## config.mk

```make
export PLATFORM = sky130hd
export DESIGN_NAME = dmem_arbiter
export DESIGN_NICKNAME = d
export VERILOG_FILES = /design/src/rtl/dmem_arb_pkg.sv /design/src/rtl/dmem_rr_pick.sv /design/src/rtl/dmem_arbiter.sv
export SDC_FILE = /design/constraint.sdc
export NUM_CORES = 1
export LEC_CHECK = 0
export BUFFER_PORTS_ARGS = -buffer_cell sky130_fd_sc_hd__buf_2
export CAP_MARGIN = 5
export CORE_MARGIN = 1
export CORE_UTILIZATION = 45
export DETAILED_ROUTE_END_ITERATION = 10
export PLACE_DENSITY_LB_ADDON = 0.3
export SYNTH_ARGS = -nofsm -noshare
export SYNTH_HDL_FRONTEND = slang
export SYNTH_SLANG_ARGS = --single-unit
```

## constraint.sdc

```tcl
create_clock -name CLK -period 3.3 [get_ports CLK]
set_input_delay 0.165 -clock CLK [delete_from_list [all_inputs] [get_ports CLK]]
set_output_delay 0.165 -clock CLK [all_outputs]
set_load 0.02 [all_outputs]
```

## src/rtl/dmem_arb_pkg.sv

```systemverilog
// Shared definitions for the data-memory arbiter: FSM state encoding,
// requester port indices and default bus widths.
package dmem_arb_pkg;

  typedef enum logic [1:0] {
    ST_IDLE   = 2'd0,
    ST_ACCESS = 2'd1,
    ST_RESP   = 2'd2
  } state_e;

  localparam logic PORT_CORE  = 1'b0;  // load/store unit
  localparam logic PORT_LOAD  = 1'b1;  // program/debug loader
  localparam int   NUM_PORTS  = 2;
  localparam int   DATA_W_DEF = 32;
  localparam int   ADDR_W_DEF = 32;

endpackage

```

## src/rtl/dmem_rr_pick.sv

```systemverilog
// Combinational winner select for the two requesters.
// Round-robin on a tie by default; with DMEM_ARB_FIXED_PRIO_EN defined the
// core port always wins a tie and last_grant is ignored.
module dmem_rr_pick
  import dmem_arb_pkg::*;
(
  input  logic req0,
  input  logic req1,
  input  logic last_grant,
  output logic grant
);

  // Single requester gets the grant; on a tie the port that did not win last.
  always_comb begin
    grant = PORT_CORE;
    if (req0 && req1) begin
`ifdef DMEM_ARB_FIXED_PRIO_EN
      grant = PORT_CORE;
`else
      grant = ~last_grant;
`endif
    end else if (req1) begin
      grant = PORT_LOAD;
    end
  end

endmodule

```

## src/rtl/dmem_arbiter.sv

```systemverilog
// Two-port arbiter in front of the single-port 256-word data memory.
// Each transaction is IDLE -> ACCESS -> RESP: operands of the winner are
// latched onto the memory bus for one ACCESS cycle, read data is captured at
// the end of it, and the requester sees a one-cycle ack during RESP.
// Optional: DMEM_ARB_FIXED_PRIO_EN makes port 0 win every tie.
module dmem_arbiter
  import dmem_arb_pkg::*;
#(
  parameter int DATA_W = DATA_W_DEF,
  parameter int ADDR_W = ADDR_W_DEF
) (
  input  logic              CLK,
  input  logic              RST,
  input  logic              req0,
  input  logic              we0,
  input  logic [ADDR_W-1:0] addr0,
  input  logic [DATA_W-1:0] wdata0,
  input  logic              req1,
  input  logic              we1,
  input  logic [ADDR_W-1:0] addr1,
  input  logic [DATA_W-1:0] wdata1,
  output logic              ack0,
  output logic [DATA_W-1:0] rdata0,
  output logic              ack1,
  output logic [DATA_W-1:0] rdata1,
  output logic [ADDR_W-1:0] mem_addr,
  output logic [DATA_W-1:0] mem_wd,
  output logic              mem_we,
  input  logic [DATA_W-1:0] mem_rd,
  output logic              busy
);

  // Per-port request bundles gathered into packed arrays so the winner's
  // operands can be selected by index.
  logic [NUM_PORTS-1:0]             req_v;
  logic [NUM_PORTS-1:0]             we_v;
  logic [NUM_PORTS-1:0][ADDR_W-1:0] addr_v;
  logic [NUM_PORTS-1:0][DATA_W-1:0] wdata_v;

  assign req_v   = {req1, req0};
  assign we_v    = {we1, we0};
  assign addr_v  = {addr1, addr0};
  assign wdata_v = {wdata1, wdata0};

  state_e                           state_q, state_d;
  logic                             sel_q, sel_d;
  logic                             last_grant_q, last_grant_d;
  logic [ADDR_W-1:0]                mem_addr_q, mem_addr_d;
  logic [DATA_W-1:0]                mem_wd_q, mem_wd_d;
  logic                             mem_we_q, mem_we_d;
  logic [NUM_PORTS-1:0]             ack_q, ack_d;
  logic [NUM_PORTS-1:0][DATA_W-1:0] rdata_q, rdata_d;
  logic                             win;

  dmem_rr_pick u_pick (
    .req0       (req0),
    .req1       (req1),
    .last_grant (last_grant_q),
    .grant      (win)
  );

  // State and datapath registers; reset drops any in-flight access.
  always_ff @(posedge CLK or negedge RST) begin
    if (!RST) begin
      state_q      <= ST_IDLE;
      sel_q        <= PORT_CORE;
      last_grant_q <= PORT_LOAD;   // so port 0 wins the first tie
      mem_addr_q   <= '0;
      mem_wd_q     <= '0;
      mem_we_q     <= 1'b0;
      ack_q        <= '0;
      rdata_q      <= '0;
    end else begin
      state_q      <= state_d;
      sel_q        <= sel_d;
      last_grant_q <= last_grant_d;
      mem_addr_q   <= mem_addr_d;
      mem_wd_q     <= mem_wd_d;
      mem_we_q     <= mem_we_d;
      ack_q        <= ack_d;
      rdata_q      <= rdata_d;
    end
  end

  // Next state: every accepted request walks the fixed three-cycle sequence.
  always_comb begin
    state_d = state_q;
    unique case (state_q)
      ST_IDLE:   if (|req_v) state_d = ST_ACCESS;
      ST_ACCESS: state_d = ST_RESP;
      ST_RESP:   state_d = ST_IDLE;
      default:   state_d = ST_IDLE;
    endcase
  end

  // Datapath next values: latch winner in IDLE, capture read data and raise
  // ack leaving ACCESS; ack is cleared again leaving RESP.
  always_comb begin
    sel_d        = sel_q;
    last_grant_d = last_grant_q;
    mem_addr_d   = mem_addr_q;
    mem_wd_d     = mem_wd_q;
    mem_we_d     = mem_we_q;
    ack_d        = '0;
    rdata_d      = rdata_q;
    unique case (state_q)
      ST_IDLE: begin
        if (|req_v) begin
          sel_d        = win;
          last_grant_d = win;
          mem_addr_d   = addr_v[win];
          mem_wd_d     = wdata_v[win];
          mem_we_d     = we_v[win];
        end
      end
      ST_ACCESS: begin
        // Writes leave the requester's last read word untouched.
        if (!mem_we_q) rdata_d[sel_q] = mem_rd;
        mem_we_d     = 1'b0;
        ack_d[sel_q] = 1'b1;
      end
      default: ;
    endcase
  end

  // Outputs straight from registers; busy covers ACCESS and RESP.
  always_comb begin
    busy = (state_q != ST_IDLE);
  end

  assign mem_addr = mem_addr_q;
  assign mem_wd   = mem_wd_q;
  assign mem_we   = mem_we_q;
  assign ack0     = ack_q[PORT_CORE];
  assign ack1     = ack_q[PORT_LOAD];
  assign rdata0   = rdata_q[PORT_CORE];
  assign rdata1   = rdata_q[PORT_LOAD];

endmodule

```

# Yosys cells after proc, flatten, opt, wreduce, memory -nomap -nowiden
# Cells that the tools add are included.
# word_totals
inputBits	166
out_inout_bits	132
elab_cells	43
reg_bits	135
mem_bits_rw	0
latchBits	0
memories	0
rom_bits	0
# op_classes
reduce_logical	9
muxes	18
n_bitwise	2
n_eq_ne	2
div_mod_pow	0
multipliers	0
magnitude_cmp	3
add_sub_neg	0
shift	0
# ops
operator	n
2-to-1 mux 32 bit	5
bitwise mux 64 bit	1
demux 32 bit (select 1 bit)	1
2-to-1 mux 1 bit	6
AND reduction 2 bit	3
< comparator 1 x 2 -> 1 bit (second input constant)	2
2-to-1 mux 2 bit	2
case mux 2 bit (2 select lines)	1
nonzero test 2 bit	2
== test 2 x 1 -> 1 bit (second input constant)	1
logical AND 1 bit	2
logical NOT 2 bit	1
!= test 2 bit (second input constant)	1
NOT 1 bit	2
case mux 1 bit (2 select lines)	1
OR reduction 2 bit	1
demux 1 bit (select 1 bit)	1
>= comparator 1 bit (second input constant)	1

# Longest topological paths before layout
# depth
word_depth	6
ltp_mapped	6
mapped_depth_nobuf	3

# By module
# From an unflattened synthesis, not the netlist that was laid out.
# unflattened
cells_unflattened	443
area_unflattened_um2	5708.0
# by_module_without_submodules
mod	cells_each	n_inst	seq_area_each_um2	area_per_inst_um2
dmem_arbiter	442	1	3379.5	5696.7
dmem_rr_pick	1	1	0.0	11.3

# Worst setup path before layout
# OpenSTA, ideal clock, no wires.
# synth_path
kind	flip-flop to flip-flop
start	reg state_q[1]
end	reg mem_addr_q[28] (netlist: mem_addr[28])
required_ns	3.175
path_buffers	3
period_less_slack_ns	1.631
stages_incl_launch_ff	7
arrival_ns	1.506
setup_slack_ns	1.669
setup_time_ns	0.125
cell_sequence	dfrtp_1 or2_0 buf_2 nor2_4 buf_6 buf_4 mux2_2
# synth_between
elab_chain_len	2
# synth_rtl
element	line	rtl
start, declared	dmem_arbiter.sv:45	state_e state_q, state_d;
start signal, assigned	dmem_arbiter.sv:74	state_q <= state_d;
logical NOT 2 bit	dmem_arbiter.sv:106	unique case (state_q)
AND reduction 2 bit (no source line)	--	
end signal, assigned	dmem_arbiter.sv:77	mem_addr_q <= mem_addr_d;
end, declared	dmem_arbiter.sv:48	logic [ADDR_W-1:0] mem_addr_q, mem_addr_d;
# Every way passes these cells.
# A chain may end at the register's enable or synchronous reset.

# Worst setup path after layout
# layout_path
start	reg last_grant_q
end	reg mem_addr_q[18] (netlist: mem_addr[18])
# layout_between
elab_chain_len	4
# layout_rtl
element	line	rtl
start, declared	dmem_arbiter.sv:47	logic last_grant_q, last_grant_d;
start signal, assigned	dmem_arbiter.sv:76	last_grant_q <= last_grant_d;
NOT 1 bit	dmem_rr_pick.sv:20	grant = ~last_grant;
2-to-1 mux 1 bit	dmem_rr_pick.sv:16	if (req0 && req1) begin
2-to-1 mux 32 bit (not written as such) (2 in series)	dmem_arbiter.sv:111	mem_addr_d = addr_v[win];
# Every way passes these cells. The select of a mux whose other input is x is not followed.

==> results summary <==
After synthesis, flip-flops and latches occupy between 50% and 60% of the total area. The number of max-slew violations in the final report came out at 0. Setup repair after global routing left no endpoint under its margin.

The die is approximately 120 µm wide. The slew at the pin closest to its max-slew limit is roughly 0.9 ns. The number of cells after detailed placement is 819.

The quantity of gates resized following cts is 0. For this run the aggregate overflow at the end of global routing stands at 0. The H-tree was split into 4 levels.

The region available for standard cell placement spans between 10000 and 15000 µm². STA classifies the critical path startpoint as a flop. The placer congestion estimate came out at just over 0.8. The worst-case clock buffer depth came out at 2. The routed design has roughly 15 mm of wire. The area after detailed placement is around 7600 µm². For this run, the number of standard cells in the final layout without fillers is a little under 900.

The worst min-delay path category is in2reg. For this run, the number of Yosys warnings is 0. The depth of the most critical reg-to-reg path is 4. The first global-routing pass estimated approximately 24 mm of wire. The detailed-placement wirelength estimate came out at just over 10 mm. The final critical path takes up between 60 and 70% of the cycle. The final non-filler cell area is between 8000 and 9000 µm². STA classifies the critical path endpoint as a flop.

Dividing total power by cell area gives a power density of about 1000 nW/µm². The remaining design rule violation count is 0. The total nets after synthesis is between 500 and 600. The buffer type at the clock tree root is clkbuf_16. The number of hold violations in the final report is 0. TritonCTS built the clock tree.

In the post-route analysis, the smallest setup slack over all paths is around 1.2 ns. Clock-pin slew was measured on the worst setup and hold paths at 0.06 ns. The total global-route track usage came out at 22.2%.

Counting every sink on the clock net gives between 100 and 150. The start point of the worst hold path is mem_rd[4]. The number of nets in the finished design came out at ~860. The initial antenna violation count is 3. The via count of the first global-routing pass came out at 4650. The sequential cell area in the final layout came out at 3380 µm². The number of nets with antenna violations after routing came out at 0. For the final database, setup skew stands at between 0.008 and 0.009 ns.

The starting density of the core is a little under half. The pre-CTS setup slack is roughly 1.2 ns. The number of input and output port buffers inserted came out at between 200 and 300. The critical path startpoint is last_grant_q$_DFFE_PN1P_. The max capacitance violation total is 0. The ratio of cells with drive above 1 in the final layout is between 70% and 80%. At the worst endpoint, the arrival time is about 2.4 ns. After detailed routing, the number of vias per cell comes to approximately 4.8. The largest fanout of any net on the critical path came out at 35. By startpoint and endpoint, the worst setup path is classified as reg2reg. For this run, the top clock speed supported by timing is 0.469 GHz. The worst max-slew margin expressed relative to the limit is around 41%.

For the final routed database, the setup TNS stands at 0 ns. After synthesis the cells add up to between 5000 and 6000 µm². Along the worst hold path, the cell count comes to 2.

The number of fill cells came out at 933. The top-level I/O count is between 200 and 300. The count of standard-cell rows is 41. The worst-skew pair later-pin latency is 0.41 ns. The count of final setup violators is 0. The leakage dissipation came out at around 4.3 nW. Across all layers, the routed design uses roughly 4300 vias. The worst ir drop on vdd is approximately 0.00067 V. The data required time of the critical path came out at between 3 and 4 ns. The overall die height is between 100 and 150 µm. The area occupied by multi-input gates is roughly 2500 µm². The number of DRC markers in iteration 0 came out at 168. The launch instance of the worst register-to-register path is last_grant_q$_DFFE_PN1P_. The routed length per instance came out at about 17 µm. Counting flops and latches in the post-synthesis netlist gives approximately 140. The die area is 13800 µm². The flow ran to the end, and the final reports show no timing, DRC or antenna violations.

The unique cell type count in the Yosys netlist came out at 21. The largest net degree at the start of global routing came out at around 100. The final critical delay including setup and external delays is around 2.1 ns. The synthesized area per cell came out at roughly 16 µm². From synthesis to final layout, the design area changed by 43.0%.

The number of iterations in the first detailed-routing pass is 3. The synthesized instance count came out at between 300 and 400. Buffers inserted during clock tree synthesis total 17. At the end of the flow the core is filled with cells to between 60 and 70%.
-- layout by cell type, fill, tap and decap left out, types with 2 or more instances in the layout --
| master | synthesis | final |
|---|---|---|
| buf_12 | 0 | 2 |
| buf_2 | 13 | 296 |
| buf_4 | 1 | 4 |
| bufinv_16 | 0 | 4 |
| clkbuf_16 | 0 | 17 |
| clkbuf_8 | 0 | 2 |
| clkinv_2 | 0 | 3 |
| clkinvlp_4 | 0 | 4 |
| dfrtp_1 | 134 | 134 |
| diode_2 | 0 | 3 |
| dlygate4sd3_1 | 0 | 31 |
| mux2_1 | 12 | 12 |
| mux2_2 | 133 | 133 |
| mux2_4 | 47 | 47 |
| mux2i_1 | 2 | 2 |
| nor2_1 | 2 | 2 |
| o21ai_0 | 2 | 2 |
| o31ai_1 | 2 | 2 |
-- sequential cells by signal, summed over array words and instances, names as in the netlist --
name          cells
mem_addr         32
rdata0           32
rdata1           32
mem_we            1
sel_q             1
state_q           2
last_grant_q      1
ack_q             2
mem_wd           32
-- routing by layer --
layer / global-route usage [%] / wire, µm / vias to the layer above
li1: - / - / 1977
met1: 25.4 / 5860 / 2101
met2: 38.5 / 7570 / 181
met3: 7.27 / 1050 / 18
met4: 8.73 / 176 / 0
met5: 0 / 0 / -
-- where the power goes --
group          switching [W]  internal, W  total (W)
Combinational        0.00212      0.00180    0.00392
Clock               0.000699      0.00130    0.00200
Sequential          0.000430      0.00251    0.00294
-- kinds of logic after synthesis --
logic type | share of synthesized area (%)
DFF | 56.3
muxes | 39.3
AOI/OAI and AO/OA | 0.584
buffers and inverters | 2.77
and+or+nand+nor | 1.00
-- final timing paths --
check,slack [ns],endpoint
setup / recovery,1.17,mem_addr[18]$_DFFE_PN0P_
hold / removal,0.03,rdata1[4]$_DFFE_PN0P_
setup reg to reg,1.17,mem_addr[18]$_DFFE_PN0P_
hold reg to reg,0.48,rdata1[20]$_DFFE_PN0P_
max in group asynchronous,2.05,mem_wd[1]$_DFFE_PN0P_
min in group asynchronous,0.44,rdata1[10]$_DFFE_PN0P_
-- worst max-delay path, stage by stage, from the launching register on --
cell,delay [ns]
dfstp_2,0.53
a21bo_4,0.52
buf_12,0.30
mux2_2,0.37
mux2_2,0.26
-- per-stage QoR --
| step | hold WS (ns) | total power, W |
|---|---|---|
| 3_3_place_gp | 0.307 | 0.00677 |
| 3_5_place_dp | 0.326 | 0.00688 |
| 5_1_grt | 0.0102 | 0.00933 |
| 6_report | 0.0314 | 0.00887 |
| 2_1_floorplan | -0.131 | 0.00560 |
| 4_1_cts | 0.00520 | 0.00895 |
-- layout make-up --
type,instances,area share (%)
clock inverters,12,2.03
multi-input cells,208,28.8
repair buffers,334,21.8
inverters,1,0.0438
clock buffers,20,5.32
flip-flops and latches,135,39.4
well taps,172,2.51
diodes,3,0.0875
-- what timing repair did --
item / 4_1_cts / 5_1_grt
endpoints found under the hold margin: 155 / 0
setup buffers: 0 / 0
hold buffers: 31 / 0
endpoints found under the setup margin: 0 / 0
-- synth_stat cells --
cell | count | area (µm²)
dfrtp_1 | 134 | 3350
mux2_2 | 133 | 1500
mux2_4 | 47 | 706
buf_2 | 13 | 65.1
mux2_1 | 12 | 135
buf_6 | 8 | 90.1
mux2i_1 | 2 | 20.0
nor2_1 | 2 | 7.51
o21ai_0 | 2 | 10.0
o31ai_1 | 2 | 15.0
a21bo_2 | 1 | 10.0
and3b_1 | 1 | 8.76
buf_4 | 1 | 7.51
dfstp_2 | 1 | 26.3
inv_1 | 1 | 3.75
nand2_1 | 1 | 3.75
nand2b_1 | 1 | 6.26
nor2_4 | 1 | 11.3
nor2b_1 | 1 | 6.26
nor3_2 | 1 | 10.0
or2_0 | 1 | 6.26
(Power assumes the default switching activity.)
